**src/rtl/move_sequencer.sv**
```systemverilog
// Turn controller for the Othello board store: latch a move, then run detect, write and redraw.
// Optional idle auto-pass is built when MOVE_TIMEOUT_EN is defined.
module move_sequencer #(
    parameter int DET_CYCLES     = 8,
    parameter int WR_CYCLES      = 8,
    parameter int PLOT_CYCLES    = 64,
    parameter int TIMEOUT_CYCLES = 1000000
) (
    input  logic       clock,
    input  logic       resetn,
    input  logic       move_req,
    input  logic [2:0] move_x,
    input  logic [2:0] move_y,
    input  logic       pass_req,
    input  logic [7:0] dir,
    output logic [2:0] ram_x,
    output logic [2:0] ram_y,
    output logic       side,
    output logic       detecten,
    output logic       writeen,
    output logic       en_plot,
    output logic       ready,
    output logic       move_ok,
    output logic       move_bad,
    output logic       timeout,
    output logic [6:0] move_count,
    output logic       game_over
);

    localparam int DET_N  = (DET_CYCLES  < 1) ? 1 : DET_CYCLES;
    localparam int WR_N   = (WR_CYCLES   < 1) ? 1 : WR_CYCLES;
    localparam int PLOT_N = (PLOT_CYCLES < 1) ? 1 : PLOT_CYCLES;
    localparam int MAX_A  = (DET_N > WR_N) ? DET_N : WR_N;
    localparam int MAX_N  = (MAX_A > PLOT_N) ? MAX_A : PLOT_N;
    localparam int CNT_W  = $clog2(MAX_N + 1);

    typedef enum logic [2:0] {IDLE, DETECT, EVAL, WRITE, PLOT} state_t;

    state_t           state;
    logic [CNT_W-1:0] phase_cnt;
    logic [1:0]       pass_streak;

`ifdef MOVE_TIMEOUT_EN
    localparam int TMO_N = (TIMEOUT_CYCLES < 1) ? 1 : TIMEOUT_CYCLES;
    localparam int TMO_W = $clog2(TMO_N + 1);

    logic [TMO_W-1:0] idle_cnt;
    logic             tmo_hit;

    assign tmo_hit = (state == IDLE) && !game_over && (idle_cnt == TMO_W'(TMO_N - 1));

    always_ff @(posedge clock) begin
        if (resetn) begin
            idle_cnt <= '0;
        end else if (state == IDLE && !game_over) begin
            if (move_req || pass_req || tmo_hit)
                idle_cnt <= '0;
            else
                idle_cnt <= idle_cnt + 1'b1;
        end
    end
`else
    assign timeout = 1'b0;
`endif

    always_ff @(posedge clock) begin
        if (resetn) begin
            state       <= IDLE;
            phase_cnt   <= '0;
            pass_streak <= '0;
            ram_x       <= '0;
            ram_y       <= '0;
            side        <= 1'b0;
            detecten    <= 1'b0;
            writeen     <= 1'b0;
            en_plot     <= 1'b0;
            ready       <= 1'b1;
            move_ok     <= 1'b0;
            move_bad    <= 1'b0;
            move_count  <= '0;
            game_over   <= 1'b0;
`ifdef MOVE_TIMEOUT_EN
            timeout     <= 1'b0;
`endif
        end else begin
            move_ok  <= 1'b0;
            move_bad <= 1'b0;
`ifdef MOVE_TIMEOUT_EN
            timeout  <= 1'b0;
`endif
            case (state)
                IDLE: begin
                    if (!game_over) begin
                        if (move_req) begin
                            ram_x     <= move_x;
                            ram_y     <= move_y;
                            ready     <= 1'b0;
                            detecten  <= 1'b1;
                            phase_cnt <= CNT_W'(DET_N - 1);
                            state     <= DETECT;
                        end else if (pass_req) begin
                            side        <= ~side;
                            pass_streak <= (pass_streak == 2'd2) ? 2'd2 : pass_streak + 2'd1;
                            if (pass_streak == 2'd1)
                                game_over <= 1'b1;
                        end
`ifdef MOVE_TIMEOUT_EN
                        else if (tmo_hit) begin
                            side        <= ~side;
                            timeout     <= 1'b1;
                            pass_streak <= (pass_streak == 2'd2) ? 2'd2 : pass_streak + 2'd1;
                            if (pass_streak == 2'd1)
                                game_over <= 1'b1;
                        end
`endif
                    end
                end
                DETECT: begin
                    if (phase_cnt == '0) begin
                        detecten <= 1'b0;
                        state    <= EVAL;
                    end else begin
                        phase_cnt <= phase_cnt - 1'b1;
                    end
                end
                EVAL: begin
                    if (|dir) begin
                        writeen   <= 1'b1;
                        phase_cnt <= CNT_W'(WR_N - 1);
                        state     <= WRITE;
                    end else begin
                        move_bad <= 1'b1;
                        ready    <= 1'b1;
                        state    <= IDLE;
                    end
                end
                WRITE: begin
                    if (phase_cnt == '0) begin
                        writeen   <= 1'b0;
                        en_plot   <= 1'b1;
                        phase_cnt <= CNT_W'(PLOT_N - 1);
                        state     <= PLOT;
                    end else begin
                        phase_cnt <= phase_cnt - 1'b1;
                    end
                end
                PLOT: begin
                    if (phase_cnt == '0) begin
                        en_plot     <= 1'b0;
                        move_ok     <= 1'b1;
                        ready       <= 1'b1;
                        side        <= ~side;
                        pass_streak <= '0;
                        if (move_count != 7'd127)
                            move_count <= move_count + 7'd1;
                        if (move_count == 7'd59)
                            game_over <= 1'b1;
                        state <= IDLE;
                    end else begin
                        phase_cnt <= phase_cnt - 1'b1;
                    end
                end
                default: begin
                    detecten <= 1'b0;
                    writeen  <= 1'b0;
                    en_plot  <= 1'b0;
                    ready    <= 1'b1;
                    state    <= IDLE;
                end
            endcase
        end
    end

endmodule

```
**config.mk**
```make
export PLATFORM = sky130hd
export DESIGN_NAME = move_sequencer
export DESIGN_NICKNAME = d
export VERILOG_FILES = /design/src/rtl/move_sequencer.sv
export SDC_FILE = /design/constraint.sdc
export NUM_CORES = 1
export LEC_CHECK = 0
export ABC_AREA = 1
export ABC_CLOCK_PERIOD_IN_PS = 3000
export CAP_MARGIN = 20
export CORE_ASPECT_RATIO = 1.4
export CORE_MARGIN = 2
export CORE_UTILIZATION = 40
export CTS_CLUSTER_DIAMETER = 30
export CTS_CLUSTER_SIZE = 40
export DETAILED_ROUTE_END_ITERATION = 10
export PLACE_DENSITY_LB_ADDON = 0.1
export SLEW_MARGIN = 10
export SYNTH_ARGS = -nofsm -noshare
export SYNTH_HDL_FRONTEND = slang
export SYNTH_SLANG_ARGS = --single-unit
```
**constraint.sdc**
```tcl
create_clock -name clock -period 3 [get_ports clock]
set_input_delay 0.45 -clock clock [delete_from_list [all_inputs] [get_ports clock]]
set_output_delay 0.45 -clock clock [all_outputs]
set_load 0.01 [all_outputs]
```
== After elaboration in Yosys (flattened, before gate mapping) ==
Index checks and enable logic that the tools add are counted.
Storage, ports and cells
  register bits after elaboration: 33
  bits of input ports: 18
  logic and storage cells: 111
Cells by class
  add/sub/neg operators: 3
  equality and inequality tests: 19
  muxes and demuxes: 45
  bitwise gates (word level): 8
  reductions and logical operators: 22
Operators with widths (count)
  7-bit two-way mux: 5
  7-bit case mux with 4 select lines: 1
  2-bit != test (second input constant): 11
  1-bit two-way mux: 20
  5-bit AND reduction: 4
  3-bit two-way mux: 5
  3-bit case mux with 5 select lines: 1
  3-bit AND reduction: 5
  2-bit two-way mux: 6
  1-bit case mux with 3 select lines: 3
  3-bit OR reduction: 3
  1-bit NOT: 8
  2-bit OR reduction: 4
  8-bit OR reduction: 1
  7-bit by 1-bit adder with 7-bit output (second input constant): 1
  7-bit by 6-bit equality test with 1-bit output (second input constant): 1
  7-bit logical NOT: 1
  7-bit != test (second input constant): 1
  7-bit by 1-bit subtractor with 7-bit output (second input constant): 1
  3-bit by 2-bit equality test with 1-bit output (second input constant): 2
  1-bit case mux with 2 select lines: 2
  1-bit case mux with 4 select lines: 1
  2-bit case mux with 2 select lines: 1
  4-bit AND reduction: 1
  8 further kinds: 8

== Depth between registers and ports, before layout ==
Gate-level depths: netlist of the first run.
  depth in word-level cells: 6
  mapped depth: 10
  gate-level depth less buffers: 10

== Least setup slack after synthesis of the first run ==
No wires, ideal clock.
  path kind: reg-to-reg
  start point: register move_count[1]
  end point: register move_count[4]
  setup time: 0.116 ns
  arrival: 1.363 ns
  path slack: 1.521 ns
  cell stages (with the launch flop): 11
  path through: dfxtp_1 ha_1 nand2_1 inv_1 nand2_1 nor2_1 nand2_1 nand2_2 nor2_1 o21ai_0 nor2_1
Between the ends
  cells in the longest elaborated chain, start to end: 2
  elaborated cells on any way between the ends: 3
Ends and longest elaborated chain
  start: declaration: line 26  | output logic [6:0] move_count,
  start signal: assignment: line 155  | move_count <= move_count + 7'd1;
  branches (longest 2 deep; another with 7-bit by 1-bit adder with 7-bit output)
Parallel ways; which one is timed is not known.
A chain may end at the register's enable or synchronous reset.

== Worst setup path in the final report of the first run ==
  start point: register move_count[2]
  end point: output move_count[2]
No word-level cell between the ends.

==> impl_metrics.env, run 1 <==
export IMPL_vdd_ir_drop_worst_mv=0.393
export IMPL_grt_ovfl_total=0
export IMPL_crit_path_start="move_count[2]"
export IMPL_synth_top_area_share=0.385
export IMPL_fp_coreArea_um2=4170
export IMPL_layout_drive_gt1_share=0.129
export IMPL_powerDensity_nw_per_um2=751
export IMPL_cp_start_kind="flip-flop"
export IMPL_path_buf_inv=1
export IMPL_fmax_mhz=567
export IMPL_post_cts_buffers=0
export IMPL_max_clock_path_buffers=2
export IMPL_track_usage=0.187
export IMPL_ff2ff_path_depth=9
export IMPL_cts_tree="done"
export IMPL_synthMuxAreaShare=0
export IMPL_ctsHtreeMaxLevel=2
export IMPL_numCtsBuffers=5
export IMPL_synthSimpleGateAreaFrac=0.374
export IMPL_synth_area_leaders="dfxtp_1, nand2_1, nor2_1"
export IMPL_slowest_delay_ps=590
export IMPL_routedWlPerCell_um=12.1
export IMPL_worst_slack_ps=1240
export IMPL_port_buffers=38
export IMPL_die_x_um=59.4
export IMPL_holdWs_ps=460
export IMPL_status="completed"
export IMPL_grt_pass1_wl_mm=6.86
export IMPL_multi_input_area_um2=946
export IMPL_ios=40
export IMPL_syn_inst=244
export IMPL_cts_root_buf="clkbuf_8"
export IMPL_cp_max_fo=6
export IMPL_fp_dieH_um=81.5
export IMPL_drt_met1_wl_mm=1.73
export IMPL_grt_pass1_vias=1598
export IMPL_synth_top_family_by_area="simple AND/OR/NAND/NOR gates"
export IMPL_hold_buffers=0
export IMPL_ys_seq_area_frac=0.385
export IMPL_clk_pin_slew_ps=70
export IMPL_skew_ps=4.78
export IMPL_syn_area_um2=1720
export IMPL_cp_arrival_ps=1310
export IMPL_route_met3_wl_um=114
export IMPL_rows=28
export IMPL_syn_to_final_growth_pct=29.5
export IMPL_drt_pass1_iterations=4
export IMPL_start_util=0.412
export IMPL_cap_violations=0
export IMPL_critical_path_top_delay_family="buffers and inverters"
export IMPL_hold_class="flip-flop to flip-flop"
export IMPL_gp_congestion=0.908
export IMPL_ys_seq_elements=33
export IMPL_crit_chain="clkdlybuf4s50_1"
export IMPL_layout_common_cells="nand2_1, clkdlybuf4s50_1, nor2_1"
export IMPL_path_class="flip-flop to output pin"
export IMPL_regToRegEndpoint="move_count[4]"
export IMPL_r2r_start="phase_cnt[0]"
export IMPL_n_fill_cell=438
export IMPL_grt_max_degree=22
export IMPL_nNetsFinal=309
export IMPL_synth_fa_ha_area_frac=0.0364
export IMPL_num_vias=1666
export IMPL_wl_met2_mm=2.12
export IMPL_dieArea_um2=4840
export IMPL_setup_viol=0
export IMPL_crit_path_end="move_count[2]"
export IMPL_cp_num_cells=1
export IMPL_synth_warnings=0
export IMPL_place_ws_ps=1090
export IMPL_hpwl_mm=3.06
export IMPL_drcViolationCount=0
export IMPL_synth_distinct_cells=29
export IMPL_avgSynthCellArea_um2=7.04
export IMPL_seq_area_um2=661
export IMPL_final_common_cell="nand2_1"
export IMPL_antenna_cells=0
export IMPL_power_leakage_nw=0.932
export IMPL_drtIter0Drc=46
export IMPL_grt_setup_unrepaired="false"
export IMPL_period_minus_slack_ps=1760
export IMPL_top_layer="met4"
export IMPL_synth_top_area_cell="dfxtp_1"
export IMPL_endpoint_kind="output pin"
export IMPL_cts_resized=0
export IMPL_slowest_stage="clkdlybuf4s50_1"
export IMPL_ant_nets=0
export IMPL_tns_ps=0
export IMPL_r2r_slack_ps=1320
export IMPL_synth_compound_area_share=0.123
export IMPL_hp_start="writeen"
export IMPL_clock_latency_ps=290
export IMPL_holdPathStages=2
export IMPL_viasPerCell=5.02
export IMPL_hold_violations=0
export IMPL_required_ps=2550
export IMPL_maxSlewViolCount=0
export IMPL_antenna_found_initial=0
export IMPL_synth_xor_area_frac=0.0153
export IMPL_synthesis_nets=267
export IMPL_min_period_over_period=0.587
export IMPL_clock_sinks=33
export IMPL_routed_wl_mm=4.03
==> metal layers <==
metal	vias up	GRT usage
li1	871	-
met1	762	0.211
met2	27	0.327
met3	6	0.0441
met4	0	0.0818
met5	-	0
==> flip-flops by register name, summed over array words and instances, names as in the netlist <==
signal and flops:
ready 1, ram_y 3, game_over 1, pass_streak 2
ram_x 3, en_plot 1, writeen 1, side 1
move_count 7, move_bad 1, phase_cnt 7, move_ok 1
detecten 1, state 3
==> where the power goes <==
group / switching (W) / internal [W] / total [W]
Clock: 0.000165 / 0.000161 / 0.000326
Sequential: 0.0000651 / 0.000523 / 0.000588
Combinational: 0.000447 / 0.000310 / 0.000756
==> synth_stat cells, drive strengths merged <==
cell and n:
a21oi 22, a31oi 1, buf 2, clkbuf 2, conb 1, dfxtp 33
ha 5, inv 24, nand2 59, nand3 19, nand3b 1, nand4 4
nor2 43, nor3 4, nor3b 2, o211ai 1, o21ai 16, or2 2
xor2 3
==> cell families (layout without fill, tap and decap cells) <==
family | count (synthesis) | after routing
compound gates | 40 | 40
xor+xnor | 3 | 3
fa+ha+maj | 5 | 5
buf+inv | 28 | 71
flops | 33 | 33
other cells | 1 | 1
simple gates | 134 | 134
==> area by class of cell <==
| type | instances | area share |
|---|---|---|
| inverters | 24 | 0.0405 |
| well taps | 45 | 0.0253 |
| repair buffers | 39 | 0.174 |
| flip-flops and latches | 33 | 0.297 |
| clock buffers | 6 | 0.0326 |
| multi-input cells | 183 | 0.425 |
| clock inverters | 2 | 0.00450 |
==> metrics by stage <==
stage	cells	cell area (um2)	power [W]	util
6_report	332	2220	0.00167	0.533
5_1_grt	332	2220	0.00181	0.533
4_1_cts	332	2220	0.00169	0.533
3_5_place_dp	324	2140	0.00136	0.514
3_3_place_gp	324	2140	0.00136	0.514
2_1_floorplan	244	1720	0.00113	-
==> worst min path at each step <==
stage	to	slack (ps)
after floorplan	pass_streak[1]	440
after global placement	pass_streak[1]	450
after detailed placement	writeen	450
after CTS	writeen	460
after global routing	en_plot	500
final	writeen	460
(Power assumes the default switching activity.)
==> run 2: changes to the inputs <==
Settings changed: ABC_CLOCK_PERIOD_IN_PS 3000 to 1800.
Clock period 3 ns to 1.8 ns, I/O delays scaled along.
==> impl_metrics.env, run 2 (same netlist as run 1, synthesis figures left out) <==
export IMPL_dieArea_um2=4840
export IMPL_slowest_stage="dfxtp_1"
export IMPL_vdd_ir_drop_worst_mv=0.729
export IMPL_r2r_slack_ps=220
export IMPL_rows=28
export IMPL_cap_violations=0
export IMPL_syn_to_final_growth_pct=30.4
export IMPL_clk_pin_slew_ps=70
export IMPL_status="completed"
export IMPL_start_util=0.412
export IMPL_grt_setup_unrepaired="false"
export IMPL_hold_violations=0
export IMPL_crit_path_start="move_count[1]"
export IMPL_slowest_delay_ps=380
export IMPL_n_fill_cell=408
export IMPL_grt_use_met2=0.318
export IMPL_clock_latency_ps=290
export IMPL_fmax_mhz=631
export IMPL_fin_util=0.537
export IMPL_swShare=0.401
export IMPL_hold_class="flip-flop to flip-flop"
export IMPL_numCtsBuffers=5
export IMPL_numPlacedInstances=326
export IMPL_gp_congestion=0.934
export IMPL_setup_viol=0
export IMPL_drcViolationCount=0
export IMPL_ant_nets=0
export IMPL_path_class="flip-flop to flip-flop"
export IMPL_cts_tree="done"
export IMPL_viasPerCell=5.05
export IMPL_tns_ps=0
export IMPL_fp_coreArea_um2=4170
export IMPL_internal_power_w=0.00167
export IMPL_final_common_cell="nand2_1"
export IMPL_switching_power_w=0.00112
export IMPL_busiest_layer="met2"
export IMPL_min_period_over_period=0.880
export IMPL_antenna_cells=0
export IMPL_maxSlewViolCount=0
export IMPL_drt_pass1_iterations=4
export IMPL_critical_path_top_delay_family="simple AND/OR/NAND/NOR gates"
export IMPL_power_leakage_nw=0.941
export IMPL_port_buffers=38
export IMPL_fin_cells=334
export IMPL_r2r_start="move_count[1]"
export IMPL_fp_dieH_um=81.5
export IMPL_max_clock_path_buffers=2
export IMPL_grt_max_degree=21
export IMPL_period_minus_slack_ps=1580
export IMPL_powerDensity_nw_per_um2=1250
export IMPL_nNetsFinal=311
export IMPL_ios=40
export IMPL_die_x_um=59.4
export IMPL_grt_use_met1=0.202
export IMPL_cp_arrival_ps=1770
export IMPL_routed_wl_mm=3.86
export IMPL_cts_root_buf="clkbuf_8"
export IMPL_ctsHtreeMaxLevel=2
export IMPL_antenna_found_initial=0
export IMPL_grt_pass1_wl_mm=6.76
export IMPL_holdWs_ps=466
export IMPL_track_usage=0.182
export IMPL_path_buf_inv=1
export IMPL_skew_ps=4.09
export IMPL_seqPwrFrac=0.351
export IMPL_grt_ovfl_total=0
export IMPL_layout_common_cells="nand2_1, clkdlybuf4s50_1, nor2_1"
export IMPL_required_ps=1980
export IMPL_cts_resized=0
export IMPL_cp_max_fo=6
export IMPL_reg_top3="move_count (7), phase_cnt (7)"
export IMPL_hold_buffers=0
export IMPL_grt_pass1_vias=1606
export IMPL_layout_drive_gt1_share=0.135
export IMPL_post_cts_buffers=0
export IMPL_power_frac_clock=0.193
export IMPL_num_vias=1688
export IMPL_hpwl_mm=2.94
export IMPL_grt_util_met3=0.0488
export IMPL_endpoint_kind="flip-flop"
export IMPL_drtIter0Drc=70
export IMPL_routedWlPerCell_um=11.5
export IMPL_hp_start="pass_streak[1]"
export IMPL_cp_start_kind="flip-flop"
export IMPL_combPwrFrac=0.456
export IMPL_clock_sinks=33
export IMPL_crit_chain="ha_1 > nand2_1 > inv_1 > nand2_1 > nor2_1 > nand2_1 > nand2_2 > nor2_1 > o21ai_0 > nor2_1"
run 2: cell count changes in the layout (fill, tap and decap cells not counted):
cell   before  now
buf_4       1    3
run 2: worst paths after layout:
check / to / cells after the start
max: move_count[4] / 10
min: pass_streak[1] / 2
max reg2reg: move_count[4] / 10
min reg2reg: pass_streak[1] / 2
run 2: power groups by stage:
stage	Clock, W	Combinational (W)	Sequential (W)
6_report	0.000538	0.00127	0.000981
3_3_place_gp	0	0.00128	0.000993
2_1_floorplan	0	0.000881	0.00101
3_5_place_dp	0	0.00128	0.000994
4_1_cts	0.000553	0.00129	0.000981
5_1_grt	0.000581	0.00143	0.00101
run 2: metal layers:
layer	share of wire	vias up
met5	0	-
met4	0.016	0
met3	0.044	6
met2	0.51	29
met1	0.43	776
li1	-	877
run 2: cell type report:
cell class                 count  area [um2]  share of cell area
inverter                      24        90.1              0.0402
sequential                    33         661               0.295
clock inverter                 2        10.0             0.00447
multi-input combinational    183         946               0.423
timing repair buffer          41         403               0.180
clock buffer                   6        72.6              0.0324
tap                           45        56.3              0.0252
run 2: worst reg2reg max path: stages (launching register included):
cell and delay (ps):
dfxtp_1 380, ha_1 240, nand2_1 70, inv_1 70, nand2_1 60, nor2_1 190, nand2_1 90, nand2_2 130
nor2_1 50, o21ai_0 140, nor2_1 50
run 2: through the flow:
step	total power (W)	cell area (um2)	setup slack (ps)
final	0.00279	2240	215
after global routing	0.00302	2240	46.4
after CTS	0.00282	2240	206
after detailed placement	0.00227	2160	125
after global placement	0.00227	2160	137
after floorplan	0.00189	1720	321
==> run 3: changes to the inputs <==
Settings changed: GPL_TIMING_DRIVEN set to 0, SLEW_MARGIN 10 to 20.
==> impl_metrics.env, run 3 (same netlist as run 1, synthesis figures left out) <==
export IMPL_post_cts_buffers=0
export IMPL_slowest_stage="dfxtp_1"
export IMPL_layout_common_cells="nand2_1, clkdlybuf4s50_1, nor2_1"
export IMPL_tns_ps=0
export IMPL_grt_use_met2=0.301
export IMPL_holdWs_ps=463
export IMPL_worst_path_most_repeated_cell="nor2_1"
export IMPL_hpwl_mm=3.06
export IMPL_fin_cells=335
export IMPL_crit_path_end="move_count[4]"
export IMPL_fp_coreArea_um2=4170
export IMPL_min_period_over_period=0.919
export IMPL_grt_pass1_wl_mm=6.67
export IMPL_rows=28
export IMPL_port_buffers=38
export IMPL_ctsHtreeMaxLevel=2
export IMPL_r2r_slack_ps=150
export IMPL_numCtsBuffers=5
export IMPL_ff2ff_path_depth=9
export IMPL_worst_pin_slew_ps=565
export IMPL_routedWlPerCell_um=12.0
export IMPL_r2r_start="phase_cnt[0]"
export IMPL_place_ws_ps=24.9
export IMPL_maxSlewViolCount=0
export IMPL_status="completed"
export IMPL_hold_buffers=0
export IMPL_max_clock_path_buffers=2
export IMPL_hold_violations=0
export IMPL_vdd_ir_drop_worst_mv=0.630
export IMPL_worst_slack_ps=145
export IMPL_clock_sinks=33
export IMPL_hold_class="flip-flop to flip-flop"
export IMPL_final_cell_area_um2=2270
export IMPL_antenna_found_initial=0
export IMPL_grt_use_met1=0.217
export IMPL_setup_viol=0
export IMPL_drtIter0Drc=48
export IMPL_seqPwrFrac=0.329
export IMPL_path_class="flip-flop to flip-flop"
export IMPL_n_fill_cell=436
export IMPL_viasPerCell=5.01
export IMPL_cts_tree="done"
export IMPL_powerDensity_nw_per_um2=1310
export IMPL_ant_nets=0
export IMPL_grt_pass1_vias=1519
export IMPL_crit_chain="inv_1 > ha_1 > nand2_1 > nor2_8 > nand2_2 > a21oi_2 > nand3_2 > nor2_1 > nor2_1"
export IMPL_internal_power_w=0.00184
export IMPL_track_usage=0.179
export IMPL_num_vias=1680
export IMPL_regToRegEndpoint="move_count[4]"
export IMPL_dieArea_um2=4840
export IMPL_switching_power_w=0.00114
export IMPL_required_ps=1980
export IMPL_final_common_cell="nand2_1"
export IMPL_cts_resized=0
export IMPL_grt_setup_unrepaired="false"
export IMPL_swShare=0.383
export IMPL_ios=40
export IMPL_clk_pin_slew_ps=70
export IMPL_placed_area_um2=2150
export IMPL_period_minus_slack_ps=1650
export IMPL_crit_path_start="phase_cnt[0]"
export IMPL_path_buf_inv=1
export IMPL_grt_max_degree=12
export IMPL_busiest_layer="met2"
export IMPL_fmax_mhz=604
export IMPL_slew_headroom=0.623
export IMPL_cap_violations=0
export IMPL_syn_to_final_growth_pct=32.4
export IMPL_reg_top3="move_count (7), phase_cnt (7)"
export IMPL_layout_drive_gt1_share=0.134
export IMPL_die_x_um=59.4
export IMPL_multi_input_area_um2=946
export IMPL_cp_arrival_ps=1830
export IMPL_power_leakage_nw=0.952
export IMPL_gp_congestion=0.821
export IMPL_clock_latency_ps=290
export IMPL_cp_max_fo=6
export IMPL_endpoint_kind="flip-flop"
export IMPL_critical_path_top_delay_family="simple AND/OR/NAND/NOR gates"
export IMPL_grt_ovfl_total=0
export IMPL_grt_util_met3=0.0331
export IMPL_seq_area_um2=661
export IMPL_routed_wl_mm=4.01
export IMPL_cp_num_cells=9
export IMPL_numPlacedInstances=327
export IMPL_skew_ps=5.79
export IMPL_combPwrFrac=0.421
export IMPL_slowest_delay_ps=310
export IMPL_power_frac_clock=0.249
export IMPL_drt_pass1_iterations=5
export IMPL_fp_dieH_um=81.5
export IMPL_cts_root_buf="clkbuf_8"
export IMPL_start_util=0.412
export IMPL_drcViolationCount=0
export IMPL_nNetsFinal=312
export IMPL_cp_start_kind="flip-flop"
export IMPL_antenna_cells=0
run 3: how the worst min path moves through the flow:
| stage | end | cells after the start | start | slack, ps |
|---|---|---|---|---|
| 5_1_grt | pass_streak[1] | 2 | pass_streak[1] | 490 |
| 6_report | pass_streak[1] | 2 | pass_streak[1] | 460 |
| 3_5_place_dp | pass_streak[1] | 2 | pass_streak[1] | 450 |
| 4_1_cts | pass_streak[1] | 2 | pass_streak[1] | 460 |
| 2_1_floorplan | ram_x[0] | 2 | move_x[0] | 400 |
| 3_3_place_gp | pass_streak[1] | 2 | pass_streak[1] | 450 |
run 3: layout make-up:
| class | instances | area share |
|---|---|---|
| buffer | 4 | 0.00881 |
| clock buffer | 6 | 0.0363 |
| clock inverter | 2 | 0.0165 |
| inverter | 24 | 0.0396 |
| multi-input combinational | 183 | 0.416 |
| sequential | 33 | 0.291 |
| tap | 45 | 0.0248 |
| timing repair buffer | 38 | 0.167 |
run 3: metrics by stage:
step | total power, W | utilization
after global routing | 0.00321 | 0.545
after detailed placement | 0.00226 | 0.517
final | 0.00298 | 0.545
after CTS | 0.00300 | 0.545
after global placement | 0.00225 | 0.517
after floorplan | 0.00189 | -
run 3: worst reg2reg max path, delay by kind of cell (launching register included):
| family | cells | cell delay [ps] |
|---|---|---|
| simple gates | 6 | 660 |
| compound gates | 1 | 260 |
| buf+inv | 1 | 140 |
| flops | 1 | 310 |
| fa+ha+maj | 1 | 170 |
run 3: routing by layer:
layer | wire, um | vias to the layer above
li1 | - | 880
met3 | 122 | 10
met5 | 0 | -
met4 | 89 | 0
met2 | 2020 | 42
met1 | 1770 | 748
run 3: power groups by stage:
stage	Clock (W)	Sequential (W)	Combinational, W
CTS	0.000751	0.000980	0.00127
floorplan	0	0.00101	0.000881
global placement	0	0.000995	0.00125
finish	0.000743	0.000981	0.00126
detailed placement	0	0.000995	0.00127
global route	0.000777	0.00100	0.00143
